`src/rtl/stage_ctrl.sv`:
```
// stage_ctrl: multi-cycle sequencer for the single-issue core.
// Steps each instruction through FETCH/DECODE/OPLOAD/EXEC/MEM/WB, drives the ALU stage bus,
// operand-latch strobes and the imem/dmem request handshakes, and traps on memory timeout or an
// illegal instruction class.
//
// Optional feature macro: STAGE_CTRL_PERF_EN (cycle / retired-instruction counters).
//
// Ports:
//   clk, reset        clock; synchronous active-high reset
//   halt_i            hold in FETCH without issuing a fetch
//   itype_i           instruction class from decode, latched in DECODE
//   imem_req_o/ack_i  instruction fetch handshake
//   ir_load_o         IR latch pulse (DECODE)
//   stage_o           current stage (ALU stage_i)
//   readin_a/b/pass_o operand / store-data latch strobes (OPLOAD)
//   dmem_req_o/we_o   data request and write enable (MEM); dmem_ack_i completes it
//   rf_we_o, pc_inc_o writeback strobes (WB)
//   err_o             sticky trap flag
//   cycle_cnt_o       free-running cycle count (0 unless STAGE_CTRL_PERF_EN)
//   retire_cnt_o      retired instruction count (0 unless STAGE_CTRL_PERF_EN)
module stage_ctrl #(
  parameter int unsigned MEM_TIMEOUT = 16,
  parameter int unsigned RETIRE_W    = 32
) (
  input  logic                clk,
  input  logic                reset,
  input  logic                halt_i,
  input  logic [4:0]          itype_i,
  output logic                imem_req_o,
  input  logic                imem_ack_i,
  output logic                ir_load_o,
  output logic [2:0]          stage_o,
  output logic                readin_a_o,
  output logic                readin_b_o,
  output logic                readin_pass_o,
  output logic                dmem_req_o,
  output logic                dmem_we_o,
  input  logic                dmem_ack_i,
  output logic                rf_we_o,
  output logic                pc_inc_o,
  output logic                err_o,
  output logic [31:0]         cycle_cnt_o,
  output logic [RETIRE_W-1:0] retire_cnt_o
);

  // Instruction class encodings (itype.v).
  localparam logic [4:0] ItypeR = 5'd0;
  localparam logic [4:0] ItypeI = 5'd1;
  localparam logic [4:0] ItypeS = 5'd2;
  localparam logic [4:0] ItypeL = 5'd3;
  localparam logic [4:0] ItypeU = 5'd4;

  // Wait counter only needs to reach MEM_TIMEOUT-1.
  localparam int unsigned WaitW = (MEM_TIMEOUT > 2) ? $clog2(MEM_TIMEOUT) : 1;
  localparam logic [WaitW-1:0] WaitMax = WaitW'((MEM_TIMEOUT == 0) ? 0 : MEM_TIMEOUT - 1);

  typedef enum logic [2:0] {
    StFetch  = 3'd0,
    StDecode = 3'd1,
    StOpload = 3'd2,
    StExec   = 3'd3,
    StMem    = 3'd4,
    StWb     = 3'd5,
    StTrap   = 3'd7
  } stage_e;

  stage_e           stage_q, stage_d;
  logic [4:0]       itype_q;
  logic [WaitW-1:0] wait_q, wait_d;
  logic             err_q;
  logic             legal, is_store, is_mem, counting, timeout_hit;

  assign legal    = (itype_q == ItypeR) || (itype_q == ItypeI) || (itype_q == ItypeS) ||
                    (itype_q == ItypeU) || (itype_q == ItypeL);
  assign is_store = (itype_q == ItypeS);
  assign is_mem   = (itype_q == ItypeS) || (itype_q == ItypeL);

  // Moore decode of the registered stage; imem_req_o is the only input-dependent output.
  assign imem_req_o    = (stage_q == StFetch) & ~halt_i & ~reset;
  assign ir_load_o     = (stage_q == StDecode);
  assign readin_a_o    = (stage_q == StOpload) & legal;
  assign readin_b_o    = (stage_q == StOpload) & legal;
  assign readin_pass_o = (stage_q == StOpload) & is_store;
  assign dmem_req_o    = (stage_q == StMem);
  assign dmem_we_o     = (stage_q == StMem) & is_store;
  assign rf_we_o       = (stage_q == StWb) & ~is_store;
  assign pc_inc_o      = (stage_q == StWb);
  assign stage_o       = stage_q;
  assign err_o         = err_q;

  // Halted FETCH cycles do not count toward the fetch timeout.
  assign counting    = ((stage_q == StFetch) & imem_req_o) | (stage_q == StMem);
  assign timeout_hit = (MEM_TIMEOUT != 0) && counting && (wait_q == WaitMax);

  always_comb begin
    stage_d = stage_q;
    wait_d  = wait_q;
    case (stage_q)
      StFetch: begin
        if (imem_req_o) begin
          // Ack on the last allowed cycle takes priority over the timeout.
          if (imem_ack_i)       stage_d = StDecode;
          else if (timeout_hit) stage_d = StTrap;
        end
      end
      StDecode: stage_d = StOpload;
      StOpload: stage_d = legal ? StExec : StTrap;
      StExec:   stage_d = is_mem ? StMem : StWb;
      StMem: begin
        if (dmem_ack_i)       stage_d = StWb;
        else if (timeout_hit) stage_d = StTrap;
      end
      StWb:     stage_d = StFetch;
      StTrap:   stage_d = StTrap;
      default:  stage_d = StTrap;
    endcase

    if (stage_d != stage_q) wait_d = '0;
    else if (counting)      wait_d = wait_q + WaitW'(1);
  end

  always_ff @(posedge clk) begin
    if (reset) begin
      stage_q <= StFetch;
      itype_q <= '0;
      wait_q  <= '0;
      err_q   <= 1'b0;
    end else begin
      stage_q <= stage_d;
      wait_q  <= wait_d;
      if (stage_q == StDecode) itype_q <= itype_i;
      if (stage_d == StTrap)   err_q   <= 1'b1;
    end
  end

`ifdef STAGE_CTRL_PERF_EN
  logic [31:0]         cycle_cnt_q;
  logic [RETIRE_W-1:0] retire_cnt_q;

  always_ff @(posedge clk) begin
    if (reset) begin
      cycle_cnt_q  <= '0;
      retire_cnt_q <= '0;
    end else begin
      cycle_cnt_q <= cycle_cnt_q + 32'd1;
      if (stage_q == StWb) retire_cnt_q <= retire_cnt_q + RETIRE_W'(1);
    end
  end

  assign cycle_cnt_o  = cycle_cnt_q;
  assign retire_cnt_o = retire_cnt_q;
`else
  assign cycle_cnt_o  = '0;
  assign retire_cnt_o = '0;
`endif

endmodule

```
`config.mk`:
```
export PLATFORM = sky130hd
export DESIGN_NAME = stage_ctrl
export DESIGN_NICKNAME = d
export VERILOG_FILES = /design/src/rtl/stage_ctrl.sv
export SDC_FILE = /design/constraint.sdc
export NUM_CORES = 1
export LEC_CHECK = 0
export BUFFER_PORTS_ARGS = -buffer_cell sky130_fd_sc_hd__buf_2
export CAP_MARGIN = 25
export CORE_AREA = 2 2 58 60
export CTS_BUF_LIST = sky130_fd_sc_hd__clkbuf_2
export DETAILED_ROUTE_END_ITERATION = 6
export DIE_AREA = 0 0 60 62
export PLACE_DENSITY = 0.84
export SLEW_MARGIN = 25
export SYNTH_ARGS = -nofsm -noshare
export SYNTH_HDL_FRONTEND = slang
export SYNTH_SLANG_ARGS = --single-unit
```
`constraint.sdc`:
```
create_clock -name clk -period 1.85 [get_ports clk]
set_input_delay 0.0925 -clock clk [delete_from_list [all_inputs] [get_ports clk]]
set_output_delay 0.0925 -clock clk [all_outputs]
set_load 0.01 [all_outputs]
```
==> Word level (Yosys, flattened, before mapping) <==
Index checks and enable logic that the tools add are counted.
{ "classes": {"addsub": 1, "n_eq_ne": 12, "n_mux": 7, "bitwise_logic": 11, "reduce_logical": 9} }
{ "ops": {"columns": ["operator", "n"], "rows": [
  ["case mux 3 bit (6 select lines)", 1],
  ["two-way mux 3 bit", 5],
  ["equality test 5 x 2 -> 1 bit, second input constant", 2],
  ["equality test 3 bit, second input constant", 3],
  ["bitwise AND 1 bit", 7],
  ["equality test 3 x 2 -> 1 bit, second input constant", 2],
  ["equality test 5 x 1 -> 1 bit, second input constant", 1],
  ["equality test 5 x 3 -> 1 bit, second input constant", 1],
  ["logical NOT 5 bit", 1],
  ["logical OR 1 bit", 5],
  ["adder 4 x 1 -> 4 bit, second input constant", 1],
  ["equality test 4 bit, second input constant", 1],
  ["equality test 3 x 1 -> 1 bit, second input constant", 1],
  ["logical NOT 3 bit", 1],
  ["inequality test 3 bit", 1],
  ["inverter 1 bit", 3],
  ["OR reduction 2 bit", 1],
  ["logical AND 1 bit", 1],
  ["two-way mux 1 bit", 1],
  ["OR 1 bit", 1]
]} }
{ "totals": {"register_bits": 13, "input_bits": 10, "output_inout_bits": 77, "word_cells": 44} }

==> Depth between registers and ports, before layout <==
{ "logic_depth": {"depth_word": 12, "depth_mapped": 6, "ltp_nobuf": 5} }

==> Worst setup path before layout <==
OpenSTA, ideal clock, no wires.
{ "synth_path": {"kind": "reg-to-reg", "start": "reg wait_q[0]", "end": "reg err_q, in the netlist err_o", "t_arrival_ps": 1311, "required_ps": 1718, "setup_slack_ps": 407, "path_stages_with_launch": 6, "n_path_buf": 0, "synth_period_minus_slack_ps": 1443, "path_cell_list": "dfxtp_1 ha_1 and3_1 and3_4 a2111oi_2 o41ai_2"} }
{ "synth_via": {"elab_chain_cells": 7} }
{ "synth_lines": {"columns": ["element", "line_no", "rtl"], "rows": [
  ["from (decl)", "69", "logic [WaitW-1:0] wait_q, wait_d;"],
  ["from (signal assigned)", "130", "wait_q <= wait_d;"],
  ["equality test 4 bit (*)", "93", "assign timeout_hit = (MEM_TIMEOUT != 0) && counting && (wait_q == WaitMax);"],
  ["logical AND 1 bit (*)", "93", null],
  ["two-way mux 3 bit (*)", "103, 111", null],
  ["two-way mux 3 bit", "102", "if (imem_ack_i) stage_d = StDecode;"],
  ["two-way mux 3 bit", "100", "if (imem_req_o) begin"],
  ["case mux 3 bit (6 select lines) (*)", "98", "case (stage_q)"],
  ["equality test 3 bit (*)", "132", "if (stage_d == StTrap) err_q <= 1'b1;"],
  ["to (signal assigned)", "127", "err_q <= 1'b0;"],
  ["to (signal assigned)", "132", null],
  ["to (decl)", "70", "logic err_q;"]
]} }
Mark *: on every way between the ends. The rest lies on a longest branch, timed or not.
A chain may end at the register's enable or synchronous reset.

==> Final worst setup path <==
{ "layout_path": {"start": "reg stage_q[1], in the netlist stage_o[1]", "end": "out ir_load_o"} }
{ "layout_via": {"elab_chain_cells": 1} }
{ "layout_lines": {"columns": ["element", "line_no", "rtl"], "rows": [
  ["from (decl)", "67", "stage_e stage_q, stage_d;"],
  ["from (signal assigned)", "124", "stage_q <= StFetch;"],
  ["from (signal assigned)", "129", "stage_q <= stage_d;"],
  ["equality test 3 x 1 -> 1 bit", "80", "assign ir_load_o = (stage_q == StDecode);"],
  ["to (decl)", "31", "output logic ir_load_o,"]
]} }
Every way passes these cells.

==> impl_metrics.env <==
export IMPL_hold_viol_final=0
export IMPL_n_antenna_cell=0
export IMPL_final_cell_mix="conb_1 (64), buf_2 (22), nor2_1 (17), dfxtp_1 (13), mux2i_1 (5)"
export IMPL_ant_nets=0
export IMPL_r2r_cells=4
export IMPL_critical_path_endpoint="ir_load_o"
export IMPL_fin_skew_ns=0.01893
export IMPL_switching_share_pct=38.02
export IMPL_layout_min_cycle_time_ns=1.635
export IMPL_r2r_start="stage_o[1]"
export IMPL_portBuffers=22
export IMPL_htreeDepth=1
export IMPL_wl_mm=1.795
export IMPL_pwr_density_cell_nw_per_um2=562.0
export IMPL_path_class="reg -> out"
export IMPL_fin_crit_sh_pct=88.39
export IMPL_final_setup_viol_count=0
export IMPL_combPwrFrac_pct=28.5
export IMPL_critPathMaxFanout=10
export IMPL_die_h_um=62
export IMPL_synth_edf_count=0
export IMPL_synth_seq_cells=13
export IMPL_finalSetupTns_ns=0
export IMPL_whs_ns=0.04308
export IMPL_vdd_ir_drop_max_mv=0.1476
export IMPL_p_seq_share_pct=49.1
export IMPL_cts_sinks=13
export IMPL_synthFlopType="dfxtp_1"
export IMPL_grt_first_pass_wirelength_mm=2.677
export IMPL_grt_use_total_pct=9.779
export IMPL_clkSlewWorstSetupHoldPaths_ns=0.14
export IMPL_cts_tree="yes"
export IMPL_crit_family="simple AND/OR/NAND/NOR gates"
export IMPL_cp_startpoint="stage_o[1]"
export IMPL_cp_num_buf_inv=1
export IMPL_hold_buffers=0
export IMPL_rsz0062_at_grt="no"
export IMPL_grt_pass1_vias=620
export IMPL_pin_count=87
export IMPL_layout_drive_gt1_share_pct=20.24
export IMPL_max_freq_ghz=0.6116
export IMPL_maxSlewViolCount=0
export IMPL_dr_pass1_iters=4
export IMPL_async_flop_share_pct=0
export IMPL_die_w_um=60
export IMPL_yosysUniqueCellTypes=33
export IMPL_start_util_pct=38.65
export IMPL_worstSkewPairLatency_ns=0.28
export IMPL_p_clk_share_pct=22.4
export IMPL_hold_depth=3
export IMPL_vias=815
export IMPL_grt_max_degree=15
export IMPL_detail_route_iter0_violations=50
export IMPL_synth_top_area_cell="buf_4"
export IMPL_r2r_end="err_o"
export IMPL_syn_to_final_growth_pct=-6.924
export IMPL_synth_area_leaders="buf_4 (40%), dfxtp_1 (21%), nor2_1 (5.2%)"
export IMPL_end_kind="output port"
export IMPL_cts_setup_buffers=0
export IMPL_crit_chain="nor2_1, and2_1, buf_2"
export IMPL_crit_slowest_cell="dfxtp_1"
export IMPL_status="finished, final reports clean"
export IMPL_yosys_area_top_type_share_pct=40.33
export IMPL_total_leakage_power_nw=0.6167
export IMPL_nNetsFinal=180
export IMPL_gp_congestion=0.8297
export IMPL_drt_drc_violations_left=0
export IMPL_r2r_slack_ns=0.24
export IMPL_cts_root_buf="clkbuf_2"
export IMPL_cts_resized=0
export IMPL_grt_antenna_before_repair=0
export IMPL_cp_depth=3
export IMPL_fp_coreArea_um2=3179
export IMPL_p_switching_w=0.0002444
export IMPL_place_inst=210
export IMPL_max_stage_delay_ns=0.45
export IMPL_clk_path_buf_depth=2
export IMPL_rows=21
export IMPL_synth_area_um2=1229
export IMPL_syn_avg_cell_area_um2=8.302
export IMPL_cp_start_kind="flip-flop"
export IMPL_wl_per_cell_um=8.388
export IMPL_final_common_cell="conb_1"
export IMPL_hpwl_mm=1.485
export IMPL_worst_ep_required_time_ns=1.76
export IMPL_p_int_w=0.0003983
export IMPL_synthCells=148
export IMPL_vias_per_cell=3.808
export IMPL_max_cap_violations=0
export IMPL_fin_cells=214
export IMPL_grt_overflow_total=0
export IMPL_yosysWarnings=0
export IMPL_cts_buffers=3
export IMPL_ys_seq_area_share_pct=21.18
export IMPL_dieArea_um2=3720
export IMPL_cp_data_arrival_time_ns=1.54
export IMPL_holdCritPathClass="in -> reg"
-- state kept, by name, indices dropped and copies added, names as in the netlist --
| name | cells |
|---|---|
| err_o | 1 |
| itype_q | 5 |
| stage_o | 3 |
| wait_q | 4 |
-- cell usage after synthesis (2+ instances only) --
cell,count
nor2_1,17
nand2_1,4
and3b_1,2
buf_2,2
and3_1,4
dfxtp_1,13
and2_1,2
buf_4,66
nand3_1,3
mux2i_1,5
a21oi_1,3
nand2b_1,3
xor2_1,4
-- power groups by stage --
stage	logic, W	clock network, W	registers, W
final	0.000183	0.000144	0.000316
after global routing	0.000210	0.000156	0.000319
after CTS	0.000181	0.000150	0.000315
after detailed placement	0.000181	0	0.000322
after global placement	0.000178	0	0.000321
after floorplan	0.000256	0	0.000312
-- area by class of cell --
class                   count  area [um2]
multi-input cells         128       691.9
fillers                   342        2036
inverters                   1       3.754
well taps                  46       57.56
clock buffers               3       15.01
clock inverters             1       5.005
repair buffers             22       110.1
flip-flops and latches     13       260.3
-- metrics by stage --
step           instance area [um2]  setup WS [ns]  power [W]  util [%]
4_1_cts                       1144         0.1855  0.0006473     35.97
3_3_place_gp                  1124         0.2961  0.0004986     35.34
6_report                      1144         0.2148  0.0006427     35.97
3_5_place_dp                  1124         0.2789  0.0005026     35.34
5_1_grt                       1144        0.07509  0.0006849     35.97
2_1_floorplan                 1465         0.4074  0.0005678         -
-- how the worst min path moves through the flow --
stage	start	endpoint	slack (ns)
after floorplan	itype_i[0]	itype_q[0]	0.24
after global placement	itype_i[4]	itype_q[4]	0.33
after detailed placement	itype_i[1]	itype_q[1]	0.34
after CTS	itype_i[1]	itype_q[1]	0.03
after global routing	itype_i[4]	itype_q[4]	0.04
final	itype_i[2]	itype_q[2]	0.04
-- layer usage --
layer | global-route usage (%) | vias to the layer above | wire, um
met5 | 0 | - | 0
met2 | 18.01 | 51 | 837
met3 | 1.656 | 2 | 168
met1 | 10.14 | 363 | 754
met4 | 6.667 | 0 | 35
li1 | - | 399 | -
-- cells by family after synthesis --
family,count (synthesis),synth area share (%)
mux,5,4.073
xor+xnor,4,2.851
fa+ha+maj,1,1.018
buf+inv,70,41.75
other cells,1,0.3052
flops,13,21.18
compound gates,11,8.962
simple gates,43,19.86
-- worst register-to-register path, stage by stage, from the launching register on --
cell and delay, ns:
dfxtp_1 0.57, nor2_1 0.15, and3b_4 0.22, a2111oi_2 0.44, o41ai_2 0.10
(Power assumes the default switching activity.)
